$ cat config.mk
export PLATFORM = sky130hd
export DESIGN_NAME = display_composer
export DESIGN_NICKNAME = d
export VERILOG_FILES = /design/src/rtl/display_pkg.sv /design/src/rtl/display_composer_tick_divider.sv /design/src/rtl/display_composer.sv
export SDC_FILE = /design/constraint.sdc
export NUM_CORES = 1
export LEC_CHECK = 0
export CORE_MARGIN = 4
export CORE_UTILIZATION = 46
export CTS_CLUSTER_DIAMETER = 80
export DETAILED_ROUTE_END_ITERATION = 7
export GPL_ROUTABILITY_DRIVEN = 0
export PLACE_DENSITY = 0.66
export SLEW_MARGIN = 20
export SYNTH_ARGS = -nofsm -noshare
export SYNTH_HDL_FRONTEND = slang
export SYNTH_SLANG_ARGS = --single-unit
$ cat constraint.sdc
create_clock -name clk -period 7.7 [get_ports clk]
set_input_delay 1.925 -clock clk [delete_from_list [all_inputs] [get_ports clk]]
set_output_delay 1.925 -clock clk [all_outputs]
set_load 0.01 [all_outputs]
$ cat src/rtl/display_pkg.sv
// Shared glyph codes, display_state encodings and the GAME-OVER banner ROM.
package display_pkg;

  localparam int unsigned G_A     = 10;
  localparam int unsigned G_D     = 13;
  localparam int unsigned G_E     = 14;
  localparam int unsigned G_G     = 16;
  localparam int unsigned G_H     = 17;
  localparam int unsigned G_I     = 18;
  localparam int unsigned G_L     = 19;
  localparam int unsigned G_M     = 20;
  localparam int unsigned G_P     = 21;
  localparam int unsigned G_S     = 22;
  localparam int unsigned G_T     = 23;
  localparam int unsigned G_V     = 24;
  localparam int unsigned G_DASH  = 25;
  localparam int unsigned G_BLANK = 26;
  localparam int unsigned G_R     = 27;

  localparam logic [3:0] ST_IDLE     = 4'd0;
  localparam logic [3:0] ST_TIME     = 4'd1;
  localparam logic [3:0] ST_SPEED    = 4'd2;
  localparam logic [3:0] ST_LEVEL    = 4'd3;
  localparam logic [3:0] ST_STANDBY  = 4'd4;
  localparam logic [3:0] ST_GAMEOVER = 4'd5;
  localparam logic [3:0] ST_BANNER   = 4'd6;

  localparam int unsigned MSG_LEN = 9;

  // Banner tape entry: "GAME-OVER" then blanks; the O reuses the zero glyph.
  function automatic int unsigned msg_glyph(input int unsigned idx);
    case (idx)
      32'd0:   return G_G;
      32'd1:   return G_A;
      32'd2:   return G_M;
      32'd3:   return G_E;
      32'd4:   return G_DASH;
      32'd5:   return 32'd0;
      32'd6:   return G_V;
      32'd7:   return G_E;
      32'd8:   return G_R;
      default: return G_BLANK;
    endcase
  endfunction

endpackage

$ cat src/rtl/display_composer_tick_divider.sv
// Free-running 0..DIV-1 counter; tick marks the terminal count, restart forces it to 0.
module tick_divider #(
  parameter int unsigned DIV = 2
) (
  input  logic clk,
  input  logic rst,
  input  logic restart,
  output logic tick
);

  localparam int unsigned CW = $clog2(DIV);

  logic [CW-1:0] cnt;

  // restart wins over a coincident terminal count
  assign tick = !restart && (cnt == CW'(DIV - 1));

  // count, wrapping on terminal count or restart
  always_ff @(posedge clk) begin
    if (rst) begin
      cnt <= '0;
    end else if (restart || tick) begin
      cnt <= '0;
    end else begin
      cnt <= cnt + CW'(1);
    end
  end

endmodule

$ cat src/rtl/display_composer.sv
// Registered 7-seg frame composer: layouts, blinking flash digit, scrolling banner.
module display_composer
  import display_pkg::*;
#(
  parameter int unsigned NUM_DIGITS = 6,
  parameter int unsigned GLYPH_W    = 5,
  parameter int unsigned BLINK_DIV  = 25000000,
  parameter int unsigned SCROLL_DIV = 12500000
) (
  input  logic                          clk,
  input  logic                          rst,
  input  logic [3:0]                    display_state,
  input  logic [1:0]                    level_number,
  input  logic [1:0]                    speed_number,
  input  logic [3:0]                    num_to_flash,
  input  logic                          no_num_to_flash,
  input  logic                          g_or_h,
  input  logic                          new_high,
  input  logic [3:0]                    score10s,
  input  logic [3:0]                    score1s,
  input  logic [3:0]                    timer10s,
  input  logic [3:0]                    timer1s,
  input  logic [3:0]                    best10s,
  input  logic [3:0]                    best1s,
  output logic [NUM_DIGITS*GLYPH_W-1:0] disp_flat,
  output logic                          blink_phase,
  output logic                          frame_strobe
);

  localparam int unsigned TAPE_L = MSG_LEN + NUM_DIGITS;
  localparam int unsigned IDX_W  = $clog2(TAPE_L);
  localparam int unsigned DISP_W = NUM_DIGITS * GLYPH_W;

  logic [3:0]         prev_state;
  logic [3:0]         prev_num;
  logic               prev_no_num;
  logic               blink_restart_c;
  logic               scroll_restart_c;
  logic               blink_tick;
  logic               scroll_tick;
  logic               phase_next;
  logic [IDX_W-1:0]   idx;
  logic [IDX_W-1:0]   idx_next;
  logic [GLYPH_W-1:0] frame [NUM_DIGITS];
  logic [DISP_W-1:0]  disp_next;
  int unsigned        tp;

  function automatic logic [GLYPH_W-1:0] bcd_glyph(input logic [3:0] v);
    return (v > 4'd9) ? GLYPH_W'(G_DASH) : GLYPH_W'(v);
  endfunction

  assign blink_restart_c = (display_state != prev_state)
                        || (!no_num_to_flash && (num_to_flash != prev_num))
                        || (prev_no_num && !no_num_to_flash);

  // scroll is parked at 0 outside BANNER and on the entry cycle
  assign scroll_restart_c = (display_state != ST_BANNER) || (prev_state != ST_BANNER);

  tick_divider #(.DIV(BLINK_DIV)) u_blink (
    .clk     (clk),
    .rst     (rst),
    .restart (blink_restart_c),
    .tick    (blink_tick)
  );

  tick_divider #(.DIV(SCROLL_DIV)) u_scroll (
    .clk     (clk),
    .rst     (rst),
    .restart (scroll_restart_c),
    .tick    (scroll_tick)
  );

  // next blink phase and scroll index; the frame is built from these so it matches the registered phase
  always_comb begin
    phase_next = blink_phase;
    idx_next   = idx;
    if (blink_restart_c) begin
      phase_next = 1'b1;
    end else if (blink_tick) begin
      phase_next = !blink_phase;
    end
    if (scroll_restart_c) begin
      idx_next = '0;
    end else if (scroll_tick) begin
      idx_next = (idx == IDX_W'(TAPE_L - 1)) ? '0 : idx + IDX_W'(1);
    end
  end

  // next-frame glyph mux
  always_comb begin
    tp = 0;
    for (int unsigned i = 0; i < NUM_DIGITS; i++) begin
      frame[i] = GLYPH_W'(G_BLANK);
    end
    case (display_state)
      ST_TIME: begin
        frame[0] = GLYPH_W'(G_T);
        frame[1] = GLYPH_W'(G_I);
        frame[2] = GLYPH_W'(G_M);
        frame[3] = GLYPH_W'(G_E);
        frame[4] = bcd_glyph(timer10s);
        frame[5] = bcd_glyph(timer1s);
      end
      ST_SPEED: begin
        frame[0] = GLYPH_W'(G_S);
        frame[1] = GLYPH_W'(G_P);
        frame[2] = GLYPH_W'(G_E);
        frame[3] = GLYPH_W'(G_E);
        frame[4] = GLYPH_W'(G_D);
        frame[5] = GLYPH_W'(speed_number);
      end
      ST_LEVEL: begin
        frame[0] = GLYPH_W'(G_L);
        frame[1] = GLYPH_W'(G_E);
        frame[2] = GLYPH_W'(G_V);
        frame[3] = GLYPH_W'(G_E);
        frame[4] = GLYPH_W'(G_L);
        frame[5] = GLYPH_W'(level_number);
      end
      ST_STANDBY: begin
        if (no_num_to_flash) begin
          frame[0] = GLYPH_W'(G_DASH);
        end else if (phase_next) begin
          frame[0] = bcd_glyph(num_to_flash);
        end else begin
          frame[0] = GLYPH_W'(G_BLANK);
        end
        frame[1] = GLYPH_W'(G_DASH);
        frame[2] = GLYPH_W'(G_DASH);
        frame[3] = GLYPH_W'(G_DASH);
        frame[4] = bcd_glyph(timer10s);
        frame[5] = bcd_glyph(timer1s);
      end
      ST_GAMEOVER: begin
        if (!(new_high && !phase_next)) begin
          frame[0] = GLYPH_W'(G_S);
          frame[1] = bcd_glyph(score10s);
          frame[2] = bcd_glyph(score1s);
          frame[3] = g_or_h ? GLYPH_W'(G_G) : GLYPH_W'(G_H);
          frame[4] = bcd_glyph(best10s);
          frame[5] = bcd_glyph(best1s);
        end
      end
      ST_BANNER: begin
        for (int unsigned i = 0; i < NUM_DIGITS; i++) begin
          tp = 32'(idx_next) + i;
          if (tp >= TAPE_L) begin
            tp = tp - TAPE_L;
          end
          frame[i] = GLYPH_W'(msg_glyph(tp));
        end
      end
      default: begin
        for (int unsigned i = 0; i < 6; i++) begin
          frame[i] = GLYPH_W'(G_DASH);
        end
      end
    endcase
  end

  for (genvar gi = 0; gi < NUM_DIGITS; gi++) begin : g_pack
    assign disp_next[gi*GLYPH_W +: GLYPH_W] = frame[gi];
  end

  // frame register, change strobe and input history for restart detection
  always_ff @(posedge clk) begin
    if (rst) begin
      disp_flat    <= {NUM_DIGITS{GLYPH_W'(G_DASH)}};
      blink_phase  <= 1'b1;
      frame_strobe <= 1'b0;
      idx          <= '0;
      prev_state   <= ST_IDLE;
      prev_num     <= 4'd0;
      prev_no_num  <= 1'b0;
    end else begin
      disp_flat    <= disp_next;
      blink_phase  <= phase_next;
      frame_strobe <= (disp_next != disp_flat);
      idx          <= idx_next;
      prev_state   <= display_state;
      prev_num     <= num_to_flash;
      prev_no_num  <= no_num_to_flash;
    end
  end

endmodule
=== Yosys cells after proc, flatten, opt, wreduce, memory -nomap -nowiden ===
Memories as Yosys holds them, arrays and structs flattened.
Index checks and enable logic that the tools add are counted.

* Output and inout port bits: 32
* Memories kept: 6
* Logic and storage cells: 114
* ROM bits: 480
* Register bits: 94

* Eq/ne operators: 14
* $add $sub $neg: 14
* Mux-type cells: 35
* Reduce and logical (&&, ||, !) cells: 23
* Magnitude comparators: 13

{| class="wikitable"
|+ Memory list
! memory !! words !! bits a word !! read ports !! clocked after Yosys merged registers in !! write ports !! line !! text
|-
| (name not given) || 16 || 5 || 1 || 0 || 0 || display_pkg.sv:32 || <nowiki>case (idx)</nowiki>
|-
| (name not given) || 16 || 5 || 1 || 0 || 0 || display_pkg.sv:32 ||
|-
| (name not given) || 16 || 5 || 1 || 0 || 0 || display_pkg.sv:32 ||
|-
| (name not given) || 16 || 5 || 1 || 0 || 0 || display_pkg.sv:32 ||
|-
| (name not given) || 16 || 5 || 1 || 0 || 0 || display_pkg.sv:32 ||
|-
| (name not given) || 16 || 5 || 1 || 0 || 0 || display_pkg.sv:32 ||
|}

{| class="wikitable"
|+ Operators with widths
! cell !! count
|-
| 32-bit two-way mux || 12
|-
| 30-bit case mux with 6 select lines || 1
|-
| 28-bit logical NOT || 6
|-
| 5-bit two-way mux || 15
|-
| 30-bit != test || 1
|-
| 5-bit by 4-bit subtractor with 6-bit output (second input constant) || 5
|-
| 29-bit two-way mux || 1
|-
| 4-bit > comparator (second input constant) || 7
|-
| 25-bit by 1-bit adder with 25-bit output (second input constant) || 1
|-
| 25-bit == test (second input constant) || 1
|-
| 5-bit by 4-bit greater-or-equal comparator with 1-bit output (second input constant) || 5
|-
| 24-bit by 1-bit adder with 24-bit output (second input constant) || 1
|-
| 24-bit == test (second input constant) || 1
|-
| 4-bit by 3-bit == test with 1-bit output (second input constant) || 3
|-
| 4-bit two-way mux || 3
|-
| 4-bit by 2-bit adder with 5-bit output (second input constant) || 2
|-
| 4-bit by 3-bit adder with 5-bit output (second input constant) || 2
|-
| 4-bit by 2-bit == test with 1-bit output (second input constant) || 2
|-
| 4-bit by 3-bit != test with 1-bit output (second input constant) || 2
|-
| 4-bit != test || 2
|-
| 4-bit by 1-bit adder with 5-bit output (second input constant) || 1
|-
| 1-bit logical AND || 5
|-
| 1-bit logical NOT || 5
|-
| 1-bit logical OR || 5
|-
| 7 further kinds || 10
|}

=== Logic depth before layout (Yosys ltp) ===
* Depth after elaboration: 14
* Gate-level depth with buffers: 29
* Gate-level depth less buffers: 24

=== Modules after synthesis ===
From an unflattened synthesis, not the netlist that was laid out.

* Cell total of the unflattened synthesis: 1004
* Area total of the unflattened synthesis: 7637.3 µm²

{| class="wikitable"
|+ Modules (own cells, without submodules)
! module !! area an instance (µm²) !! times used !! cells an instance !! seq. area each (µm²)
|-
| display_composer || 5321.4 || 1 || 736 || 900.9
|-
| tick_divider at u_blink || 1179.9 || 1 || 139 || 500.5
|-
| tick_divider at u_scroll || 1136.1 || 1 || 129 || 480.5
|}

=== Worst setup path after synthesis ===
Ideal clock, no wire load.

* Kind: input port to flip-flop
* From: input port display_state[2]
* To: register frame_strobe
* Path buffers: 5
* Library setup time: 0.132 ns
* Path slack: 0.868 ns
* Arrival: 6.700 ns
* Cell stages on the path: 22
* Cell sequence: buf_2 > and4bb_2 > nand2_1 > nor4_4 > nor2_1 > inv_1 > buf_2 > buf_1 > ha_1 > clkbuf_1 > clkbuf_1 > nand2_1 > ha_1 > ha_1 > or3_1 > nor4_1 > nor2_1 > a22o_1 > nor4_1 > nor3b_2 > a2111oi_2 > a31oi_1

* Word-level cells in the longest chain between the ends: 14

{| class="wikitable"
|+ RTL lines
! item !! line !! text
|-
| start: declaration || display_composer.sv:12 || <nowiki>input logic [3:0] display_state,</nowiki>
|-
| 4-bit by 3-bit != test with 1-bit output (*) || display_composer.sv:57 || <nowiki>assign scroll_restart_c = (display_state != ST_BANNER) || (prev_state != ST_BANNER);</nowiki>
|-
| 1-bit logical OR (*) || display_composer.sv:57 ||
|-
| 1-bit logical NOT || display_composer_tick_divider.sv:16 || <nowiki>assign tick = !restart && (cnt == CW'(DIV - 1));</nowiki>
|-
| 1-bit logical AND || display_composer_tick_divider.sv:16 ||
|-
| 4-bit two-way mux || display_composer.sv:84 || <nowiki>end else if (scroll_tick) begin</nowiki>
|-
| 4-bit two-way mux (*) || display_composer.sv:82 || <nowiki>if (scroll_restart_c) begin</nowiki>
|-
| net idx_next[0] || display_composer.sv:43 || <nowiki>logic [IDX_W-1:0] idx_next;</nowiki>
|-
| 4-bit by 1-bit adder with 5-bit output, or another cell as far along || display_composer.sv:146 || <nowiki>tp = 32'(idx_next) + i;</nowiki>
|-
| 5-bit by 4-bit subtractor with 6-bit output or 5-bit by 4-bit greater-or-equal comparator with 1-bit output (tied branches) || display_composer.sv:148, display_composer.sv:147 ||
|-
| 32-bit two-way mux || display_composer.sv:147 || <nowiki>if (tp >= TAPE_L) begin</nowiki>
|-
| 32-bit two-way mux || display_composer.sv:95 || <nowiki>case (display_state)</nowiki>
|-
| memory 16 x 5 bit or 28-bit logical NOT (tied branches) || -- ||
|-
| 5-bit two-way mux || display_pkg.sv:32 ||
|-
| 30-bit case mux with 6 select lines (*) || display_composer.sv:95 ||
|-
| 30-bit != test (*) || display_composer.sv:178 || <nowiki>frame_strobe <= (disp_next != disp_flat);</nowiki>
|-
| end signal: assignment || display_composer.sv:178 ||
|-
| end: declaration || display_composer.sv:27 || <nowiki>output logic frame_strobe</nowiki>
|}

Mark *: on every way through the listed nets, which the timed path passes. The rest lies on a longest branch. The select of a mux whose other input is x is not followed.
A chain may end at the register's enable or synchronous reset.

=== Worst setup path in the final report ===
* From: input port display_state[3]
* To: register frame_strobe

* Word-level cells in the longest chain between the ends: 14

{| class="wikitable"
|+ RTL lines
! item !! line
|-
| 4-bit by 3-bit != test with 1-bit output || display_composer.sv:57
|-
| 1-bit logical OR || display_composer.sv:57
|-
| 1-bit logical NOT || display_composer_tick_divider.sv:16
|-
| 1-bit logical AND || display_composer_tick_divider.sv:16
|-
| 4-bit two-way mux || display_composer.sv:84
|-
| 4-bit two-way mux || display_composer.sv:82
|-
| 4-bit by 1-bit adder with 5-bit output, or another cell as far along || display_composer.sv:146
|-
| 5-bit by 4-bit subtractor with 6-bit output or 5-bit by 4-bit greater-or-equal comparator with 1-bit output (tied branches) || display_composer.sv:148, display_composer.sv:147
|-
| 32-bit two-way mux || display_composer.sv:147
|-
| 32-bit two-way mux || display_composer.sv:95
|-
| memory 16 x 5 bit or 28-bit logical NOT (tied branches) || --
|-
| 5-bit two-way mux || display_pkg.sv:32
|-
| 30-bit case mux with 6 select lines (*) || display_composer.sv:95
|-
| 30-bit != test (*) || display_composer.sv:178
|}

Every way passes the cells marked *; elsewhere a longest branch is shown, timed or not. The select of a mux whose other input is x is not followed.

==> run_results.csv <==
group,metric,value,unit
logic_synthesis,yosys.area.top_type,"dfxtp_1",
pwr,powerDensity,123,nW/um^2
pwr,p_sw,0.000310,W
drt,routedWlPerCell,19.9,microns
cts,cts-root-buf,"clkbuf_16",
finish,layout_commonest_cell,"nor2_1",
timing,fmax,141,MHz
global_routing,grt-ovfl-total,0,
hold_path,worstHoldPathType,"reg -> reg",
global_routing,busiest_layer,"met1",
timing,worstMarginPinSlew,1.13,ns
setup_path,path_delay_family,"simple AND/OR/NAND/NOR gates",
setup_path,cp_slowest_cell,"a211oi_1",
drt,vias,8135,
global_routing,grt.total_usage,0.263,
hold_path,min_path_cells,1,
placed_design,dp_hpwl,18900,microns
logic_synthesis,yosys_warnings,0,
timing,finalClockSkew,0.00959,ns
setup_path,crit_fanout,10,
drt,wirelength,25600,microns
run_status,outcome,"complete, no violations",
cts,cts_tree,"yes",
drt,drt_iter0_markers,1127,
cts,htreeDepth,3,
setup_path,required,7.93,ns
finish,drive_gt1_frac,0.0784,
global_routing,grtUsageMet1,0.383,
cts,ctsResizeCount,0,
setup_path,rr_worst_depth,22,
timing,slew-limit-headroom,0.226,
pwr,pwr-share-comb,0.136,
cts,numCtsBuffers,9,
pwr,sequentialPowerShare,0.456,
finish,utilization,0.543,
logic_synthesis,synth_seq_cells,94,
cts,clk_path_buf_depth,2,
logic_synthesis,yosys.area_share.simple,0.324,
logic_synthesis,synth-compound-area-share,0.232,
logic_synthesis,netlist-cell-type-count,100,
logic_synthesis,synth_top_area_frac,0.242,
global_routing,antenna_found_initial,0,
pwr,p_sw_frac,0.281,
placed_design,portBuffers,72,
finish,insertedDiodeCount,0,
timing,slew_violations,0,
floorplan,core_region_area,16600,sq um
setup_path,arrival,7.32,ns
cts,cts_hold_buf,0,
cts,post_cts_buffers,0,
timing,finalSetupViolCount,0,
logic_synthesis,postSynthAreaPerCell,7.66,sq um
cts,clkSinkCount,94,
logic_synthesis,synth-edff-count,0,
setup_path,critPathKind,"in -> reg",
global_routing,globalRouteMet3Util,0.0584,
logic_synthesis,ys_seq_area_frac,0.242,
pwr,p_int,0.000795,W
cts,cts.clk_slew.worst_paths,0.07,ns
finish,mostFrequentLayoutCells,"nor2_1, dfxtp_1, nand2_1",
drt,first_pass_iters,6,
global_routing,use_met2,0.376,
finish,final_nets,1131,
floorplan,die_w,138,microns
logic_synthesis,syn_inst,1013,
timing,hold_violations,0,
timing,final.setup.worst_slack,0.610,ns
pwr,ir_worst_vdd,0.0907,mV
logic_synthesis,synth_mux_area_frac,0.0200,
setup_path,start_kind,"primary input",
floorplan,rows,47,
pwr,power.leakage,3.21,nW
flow_run,drv_cap,0,
finish,synthToLayoutAreaGrowth,15.9,%
floorplan,die_h,138,microns
logic_synthesis,synth_nets,1078,
pwr,p_clk_frac,0.408,
drt,ant_nets,0,
timing,setup-tns-final,0,ns
setup_path,endpoint_kind,"flip-flop",
timing,rsz0062_at_grt,"false",
setup_path,crit_chain,"clkdlybuf4s50_1 > and4bb_2 > nand2_1 > a21o_1 > ha_1 > nand2_1 > nor4_1 > nor3_2 > xnor2_1 > nand3_1 > ha_1 > nor4_1 > nor3b_1 > o21ai_1 > a211oi_1 > o32ai_1 > or4_1 > nor4_1 > a31oi_1",
timing,fin_crit,7.09,ns
logic_synthesis,synth_ff_type,"dfxtp_1",
placed_design,dp_slack,0.411,ns
setup_path,max_stage_delay,0.51,ns
global_routing,grt_pass1_wl,39500,microns
setup_path,r2r_start,"u_scroll.cnt[0]",
floorplan,start_util,0.468,
drt,drc,0,
finish,final_cells,1291,
global_routing,grt_pass1_vias,7386,
timing,min_period_over_period,0.921,
finish,fill_cells,1632,
setup_path,path_buf_inv,1,
cts,insertion_delay,0.36,ns
drt,via_per_inst,6.30,
logic_synthesis,syn_area,7760,sq um
floorplan,dieArea,19000,sq um
placed_design,placedCellCount,1275,
hold_path,min_from,"u_scroll.cnt[0]",
setup_path,cp_common_cell,"nor4_1",
logic_synthesis,yosys.area_share.adder,0.0387,
hold_path,hold_end,"u_scroll.cnt[0]",
setup_path,r2r_slack,1.20,ns
floorplan,ios,73,
logic_synthesis,synth_top_family_by_area,"simple AND/OR/NAND/NOR gates",
global_routing,grt_max_degree,29,
setup_path,worstReg2RegEnd,"frame_strobe",
logic_synthesis,synth.top_cells.by_area,"dfxtp_1, nor2_1, xor2_1, nand2_1, ha_1",
logic_synthesis,synthXorXnorAreaFrac,0.0924,
logic_synthesis,ys_async_sr_fraction,0,
==> how the worst max path moves through the flow <==
stage | from | end | slack, ns | depth (start not counted)
3_5_place_dp | display_state[3] | frame_strobe | 0.41 | 19
5_1_grt | display_state[0] | frame_strobe | 0.24 | 19
6_report | display_state[3] | frame_strobe | 0.61 | 19
4_1_cts | display_state[3] | frame_strobe | 0.76 | 19
2_1_floorplan | display_state[2] | frame_strobe | 0.87 | 22
3_3_place_gp | display_state[3] | frame_strobe | 0.64 | 17
==> registers in the layout (all words and copies together) (netlist names) <==
signal and cells:
blink_phase 1, disp_flat 30, frame_strobe 1, idx 4, prev_no_num 1, prev_num 4
prev_state 4, u_blink.cnt 25, u_scroll.cnt 24
==> cells in the mapped netlist (17+ instances only) <==
cell      instances
nand2_1          85
nand2b_1         20
xnor2_1          34
nor2_1          122
o21ai_0          42
inv_1            38
ha_1             24
nand3_1          45
nor2b_1          23
nor3_1           37
clkbuf_1         36
a211oi_1         17
nand4_1          26
dfxtp_1          94
a21oi_1          31
nor4_1           23
xor2_1           41
==> per-stage QoR <==
stage	hold WS [ns]	instance area (sq um)	power, W
6_report	0.468	9000	0.00110
5_1_grt	0.498	9000	0.00115
4_1_cts	0.474	9000	0.00111
3_5_place_dp	0.456	8710	0.000662
3_3_place_gp	0.446	8710	0.000662
2_1_floorplan	0.430	7760	0.000595
==> routing by layer <==
metal / share of wire / up-vias / wire length (microns)
met2: 0.41 / 468 / 10400
met3: 0.10 / 76 / 2620
li1: - / 3873 / -
met4: 0.035 / 0 / 902
met1: 0.46 / 3718 / 11700
met5: 0 / - / 0
==> worst register-to-register path: stages, from the launching register on <==
cell and delay, ns:
dfxtp_1 0.38, ha_1 0.24, and4_1 0.31, nand2_1 0.39
o31ai_2 0.56, nand2_1 0.28, nand2_1 0.18, inv_2 0.11
ha_1 0.26, nand2_1 0.09, nor4_1 0.06, nor3_2 0.39
xnor2_1 0.28, nand3_1 0.17, ha_1 0.33, nor4_1 0.39
nor3b_1 0.38, o21ai_1 0.17, a211oi_1 0.51, o32ai_1 0.14
or4_1 0.45, nor4_1 0.20, a31oi_1 0.11
==> power groups by stage <==
stage	Combinational [W]	Sequential (W)	Clock (W)
2_1_floorplan	0.0000782	0.000517	0
3_3_place_gp	0.000147	0.000515	0
3_5_place_dp	0.000147	0.000515	0
4_1_cts	0.000148	0.000504	0.000463
5_1_grt	0.000160	0.000505	0.000483
6_report	0.000150	0.000504	0.000450
==> area by class of cell <==
class                      instances  area [sq um]  area share
tap                              220           275      0.0306
inverter                          42           163      0.0181
clock inverter                     7          63.8     0.00709
sequential                        94          1880       0.209
clock buffer                       9           225      0.0250
timing repair buffer              96           901       0.100
multi-input combinational        823          5490       0.610
==> cells by family (layout without fill, tap and decap cells) <==
family / Yosys count / in the layout
AOI/OAI and AO/OA: 241 / 241
xor gates and xnor gates: 78 / 78
adders and majority gates: 24 / 24
buffers and inverters: 96 / 154
DFF: 94 / 94
muxes: 15 / 15
and+or+nand+nor: 465 / 465
Power figures use the tool's default switching activity.
